File: src/rtl/pwm_capture.sv
// rtl/pwm_capture.sv - PWM period/high-time capture with stuck-line detect; optional glitch filter under PWM_CAPTURE_GLITCH_FILTER_EN
module pwm_capture #(
  parameter int MAXT = 4096,
  parameter int FILT = 3,
  localparam int W = $clog2(MAXT)
) (
  input  logic         clk,
  input  logic         rst_n,
  input  logic         pwm_in,
  output logic [W-1:0] ton,
  output logic [W-1:0] period,
  output logic         valid,
  output logic         stuck,
  output logic         level
);

  if (MAXT < 4 || FILT < 1) begin : g_bad_param
    $error("pwm_capture: MAXT must be >= 4 and FILT >= 1");
  end

  localparam logic [W-1:0] CNT_MAX  = W'(MAXT - 1);
  localparam logic [W-1:0] CNT_WARN = W'(MAXT - 2);
  localparam logic [W-1:0] CNT_ONE  = W'(1);

  typedef enum logic [1:0] {
    IDLE = 2'd0,
    HIGH = 2'd1,
    LOW  = 2'd2
  } state_t;

  logic sync0, sync1, cur, prev;
  logic rise, fall;

  // Everything in the input path resets high so a line already high at release is not a rise
  always_ff @(posedge clk or negedge rst_n) begin
    if (!rst_n) begin
      sync0 <= 1'b1;
      sync1 <= 1'b1;
    end else begin
      sync0 <= pwm_in;
      sync1 <= sync0;
    end
  end

`ifdef PWM_CAPTURE_GLITCH_FILTER_EN
  localparam int CW = (FILT > 1) ? $clog2(FILT) : 1;

  logic          filt_q;
  logic [CW-1:0] fcnt;

  always_ff @(posedge clk or negedge rst_n) begin
    if (!rst_n) begin
      filt_q <= 1'b1;
      fcnt   <= '0;
    end else if (sync1 == filt_q) begin
      fcnt <= '0;
    end else if (fcnt == CW'(FILT - 1)) begin
      filt_q <= sync1;
      fcnt   <= '0;
    end else begin
      fcnt <= fcnt + 1'b1;
    end
  end

  assign cur = filt_q;
`else
  assign cur = sync1;
`endif

  always_ff @(posedge clk or negedge rst_n) begin
    if (!rst_n) prev <= 1'b1;
    else        prev <= cur;
  end

  assign rise  = cur & ~prev;
  assign fall  = ~cur & prev;
  assign level = cur;

  state_t         state, state_nxt;
  logic [W-1:0]   hcnt, hcnt_nxt, pcnt, pcnt_nxt;
  logic [W-1:0]   ton_q, ton_nxt, period_q, period_nxt;
  logic           valid_q, valid_nxt, stuck_q, stuck_nxt;

  always_ff @(posedge clk or negedge rst_n) begin
    if (!rst_n) begin
      state    <= IDLE;
      hcnt     <= '0;
      pcnt     <= '0;
      ton_q    <= '0;
      period_q <= '0;
      valid_q  <= 1'b0;
      stuck_q  <= 1'b0;
    end else begin
      state    <= state_nxt;
      hcnt     <= hcnt_nxt;
      pcnt     <= pcnt_nxt;
      ton_q    <= ton_nxt;
      period_q <= period_nxt;
      valid_q  <= valid_nxt;
      stuck_q  <= stuck_nxt;
    end
  end

  always_comb begin
    state_nxt  = state;
    hcnt_nxt   = hcnt;
    pcnt_nxt   = pcnt;
    ton_nxt    = ton_q;
    period_nxt = period_q;
    valid_nxt  = 1'b0;
    stuck_nxt  = stuck_q;

    case (state)
      IDLE: begin
        hcnt_nxt = '0;
        if (rise) begin
          state_nxt = HIGH;
          hcnt_nxt  = CNT_ONE;
          pcnt_nxt  = CNT_ONE;
          stuck_nxt = 1'b0;
        end else begin
          // pcnt doubles as the no-rise watchdog while idle
          if (pcnt != CNT_MAX) pcnt_nxt = pcnt + 1'b1;
          if (pcnt == CNT_WARN) stuck_nxt = 1'b1;
        end
      end

      HIGH: begin
        if (rise) begin
          // A fall went missing; close the period as if it fell this cycle
          ton_nxt    = hcnt;
          period_nxt = pcnt;
          valid_nxt  = 1'b1;
          hcnt_nxt   = CNT_ONE;
          pcnt_nxt   = CNT_ONE;
        end else if (pcnt == CNT_MAX) begin
          state_nxt = IDLE;
          stuck_nxt = 1'b1;
          hcnt_nxt  = '0;
          pcnt_nxt  = '0;
        end else if (fall) begin
          state_nxt = LOW;
          pcnt_nxt  = pcnt + 1'b1;
        end else begin
          hcnt_nxt = hcnt + 1'b1;
          pcnt_nxt = pcnt + 1'b1;
        end
      end

      LOW: begin
        if (rise) begin
          state_nxt  = HIGH;
          ton_nxt    = hcnt;
          period_nxt = pcnt;
          valid_nxt  = 1'b1;
          hcnt_nxt   = CNT_ONE;
          pcnt_nxt   = CNT_ONE;
        end else if (pcnt == CNT_MAX) begin
          state_nxt = IDLE;
          stuck_nxt = 1'b1;
          hcnt_nxt  = '0;
          pcnt_nxt  = '0;
        end else begin
          pcnt_nxt = pcnt + 1'b1;
        end
      end

      default: begin
        state_nxt = IDLE;
        hcnt_nxt  = '0;
        pcnt_nxt  = '0;
      end
    endcase
  end

  assign ton    = ton_q;
  assign period = period_q;
  assign valid  = valid_q;
  assign stuck  = stuck_q;

endmodule

File: config.mk
export PLATFORM = sky130hd
export DESIGN_NAME = pwm_capture
export DESIGN_NICKNAME = d
export VERILOG_FILES = /design/src/rtl/pwm_capture.sv
export SDC_FILE = /design/constraint.sdc
export NUM_CORES = 1
export LEC_CHECK = 0
export ABC_AREA = 1
export ABC_CLOCK_PERIOD_IN_PS = 4500
export CORE_ASPECT_RATIO = 2
export CORE_MARGIN = 1
export CORE_UTILIZATION = 60
export CTS_CLUSTER_SIZE = 16
export DETAILED_ROUTE_END_ITERATION = 16
export GPL_ROUTABILITY_DRIVEN = 0
export PLACE_DENSITY = 0.91
export SLEW_MARGIN = 20
export SYNTH_ARGS = -nofsm -noshare
export SYNTH_HDL_FRONTEND = slang
export SYNTH_SLANG_ARGS = --single-unit
File: constraint.sdc
create_clock -name clk -period 4.5 [get_ports clk]
set_clock_uncertainty 0.1 [all_clocks]
set_input_delay 1.125 -clock clk [delete_from_list [all_inputs] [get_ports clk]]
set_output_delay 1.125 -clock clk [all_outputs]
set_load 0.01 [all_outputs]
==> key figures <==
Status
  • Status: complete, no violations

Worst setup path
  • Worst-path fanout max: 4
  • WP data required: 3.27 ns
  • Crit path capture type: output port
  • Crit path launch type: flop
  • Worst-path cell chain: clkdlybuf4s50_1
  • Slowest-stage cell, CP: dfstp_2
  • Crit path largest cell delay: between 0.5 and 0.6 ns
  • Worst Path Class, Setup: reg -> out
  • Crit path arrival time: 1.42 ns
  • CP top delay family: flip-flops
  • Worst path bufs/invs: 1

Clock network
  • CTS root buf: clkbuf_8
  • Register clock-pin slew on the reported worst setup and hold paths: 0.10 ns
  • Num Clock Sinks: 55
  • Later-pin clock latency in the skew report: 0.32 ns
  • Post-CTS Repair Setup Buffers: 0
  • CTS tree: done
  • Max clock buf depth: 2
  • H-Tree Depth: 2
  • Post-cts resize count: 0
  • Hold-fix buffers, CTS: 0
  • Inserted Clock Buffers: 5

Timing
  • Least-Margin Pin Slew: ~0.6 ns
  • Period utilization: around three fifths
  • Relative slew slack: ~60%
  • Fin crit period: ~2.6 ns
  • Fmax: 379 MHz
  • Final slew viol count: 0
  • Setup Viol. Count Final: 0
  • Setup tns final: 0 ns
  • Setup repair after global routing missed its margin: no
  • Final hold viol count: 0

Logic synthesis
  • Post-synthesis async set-or-reset flop share: 100%
  • Top-count cell post-synth: nand2_1
  • Synth Instances: 343
  • Largest cells by area after synthesis: dfrtp_1 (47%), nand2_1 (13%), inv_1 (5.8%)
  • Synth warn: 0
  • Post-synthesis sequential area ratio: 49.4%
  • Yosys top cell by area: dfrtp_1
  • Syn nets: about 350
  • Post-synth EDFFs: 0
  • Area fraction of the dominant cell type after synthesis: between 40% and 50%
  • Syn Std Cell Area: 0.00279 mm^2
  • FF+latch count, synth: 55
  • Post-synth top flop: dfrtp_1
  • Yosys cell types: 32
  • Syn_area_per_cell: 8.15 um^2
  • Most frequent cells after synthesis: nand2_1 (94), dfrtp_1 (52), inv_1 (43)

Layout
  • Final Non-Filler Cells: 427
  • Diodes inserted: 0
  • Area grow syn2layout: 14.0%
  • Post-layout net count: 383
  • Fraction of layout cells with a size suffix above 1: 8.85%
  • Finished Cell Area: 0.00318 mm^2

Floorplanning
  • Site Rows: 34
  • Die width: 50.3 um
  • Die ar.: approximately 0.0049 mm^2
  • Die Ht: 98.5 um
  • Core area: between 0.004 and 0.005 mm^2
  • Initial core utilization: 63.2%
  • Top-level port count: 30

Detailed routing
  • First-pass DRT Iterations: 6
  • Final wirelength: 6.31 mm
  • Via Count: 2407
  • DRT antenna net count: 0
  • Initial DRC count: between 100 and 150
  • WL/cell: 14.8 um
  • Via density: roughly 5.6
  • DR DRC count: 0

Place
  • DP Area: roughly 0.0031 mm^2
  • Count of input and output buffers: 29
  • Dpl hpwl: 4.63 mm
  • Cell total after placement: 419

Min path
  • Worst min path class: reg -> reg

Power
  • Max VDD drop: 0.405 mV
  • Leakage: 1.47 nW
  • Total power: 1.37 mW
  • PD cells: 432 mW/mm^2

GRT
  • Largest net degree at the start of global routing: 43
  • First-pass GRT wire length: 10.8 mm
  • GR Util All Layers: 29.0%
  • GRT met1 Usage: a little under a third
  • Initial antenna violation count: 0
  • Met3 Track Usage GR: 4.63%
  • Total gr overflow: 0
  • Vias in the first global route: approximately 2400
  • Met2 usage: 51.3%
  • Top Usage Layer GRT: met2

Run
  • Max Cap Viol: 0
[cell families (layout without fill, tap and decap cells)]
family	count (synthesis)	count (layout)	share of synthesized area, %
AOI/OAI and AO/OA	45	45	8.64
xor gates and xnor gates	3	3	0.941
adders and majority gates	8	8	3.58
buffers and inverters	54	84	8.33
and+or+nand+nor	178	178	29.1
DFF	55	55	49.4
[cell type report]
cell class	instances	area, um^2
multi-input combinational	234	1180
inverter	46	174
fill	354	1240
clock inverter	3	20.0
timing repair buffer	30	293
sequential	55	1380
clock buffer	5	68.8
tap	54	67.6
[registers in the layout, indices dropped and copies added, names as in the netlist]
signal / cells
hcnt: 12
level: 1
pcnt: 12
period: 12
prev: 1
state: 2
stuck: 1
sync0: 1
ton: 12
valid: 1
[cells in the final DEF (no fill, tap or decap)]
| master | count |
|---|---|
| nand2_1 | 94 |
| dfrtp_1 | 52 |
| inv_1 | 43 |
| nor2_1 | 32 |
| o21ai_0 | 31 |
| clkdlybuf4s50_1 | 28 |
| nand3_1 | 19 |
| nand4_1 | 11 |
| ha_1 | 8 |
| a21oi_1 | 7 |
| nand2_2 | 5 |
| nor3_1 | 5 |
| clkbuf_8 | 5 |
| nor2_2 | 4 |
| nor2_4 | 3 |
| dfstp_2 | 3 |
| nand3_4 | 2 |
| nand3_2 | 2 |
| clkinv_2 | 2 |
| o21ai_1 | 2 |
| xor2_1 | 2 |
| clkinvlp_4 | 2 |
| o22ai_1 | 1 |
| inv_2 | 1 |
| xnor2_1 | 1 |
| clkinv_1 | 1 |
| o21a_1 | 1 |
| o21ai_2 | 1 |
| and2_1 | 1 |
| a31oi_2 | 1 |
| a31oi_1 | 1 |
| buf_2 | 1 |
| buf_4 | 1 |
[final timing paths]
| kind | slack (ns) | cells past startpoint | startpoint | end |
|---|---|---|---|---|
| setup / recovery | 1.86 | 1 | level | level |
| setup reg to reg | 2.23 | 8 | prev | pcnt[7] |
| hold / removal | 0.26 | 0 | sync0 | level |
| hold reg to reg | 0.26 | 0 | sync0 | level |
| min in group asynchronous | 0.67 | 1 | rst_n | pcnt[1] |
| max in group asynchronous | 2.83 | 2 | rst_n | ton[7] |
[metrics by stage]
step,hold WS (ns),util (%),setup slack [ns]
after CTS,0.263,72.0,1.86
after global routing,0.265,72.0,1.84
after detailed placement,0.249,70.0,2.21
after floorplan,0.245,-,2.73
final,0.262,72.0,1.86
after global placement,0.247,70.0,2.22
[layer usage]
layer | up-vias | wire length (um)
li1 | 1151 | -
met1 | 1095 | 2220
met2 | 127 | 3460
met3 | 34 | 289
met4 | 0 | 340
met5 | - | 0
[power breakdown]
group	internal (mW)	total (mW)	switching, mW
Sequential	0.552	0.616	0.0641
Clock	0.109	0.271	0.163
Combinational	0.170	0.487	0.317
Total	0.830	1.37	0.544
(Power assumes the default switching activity.)
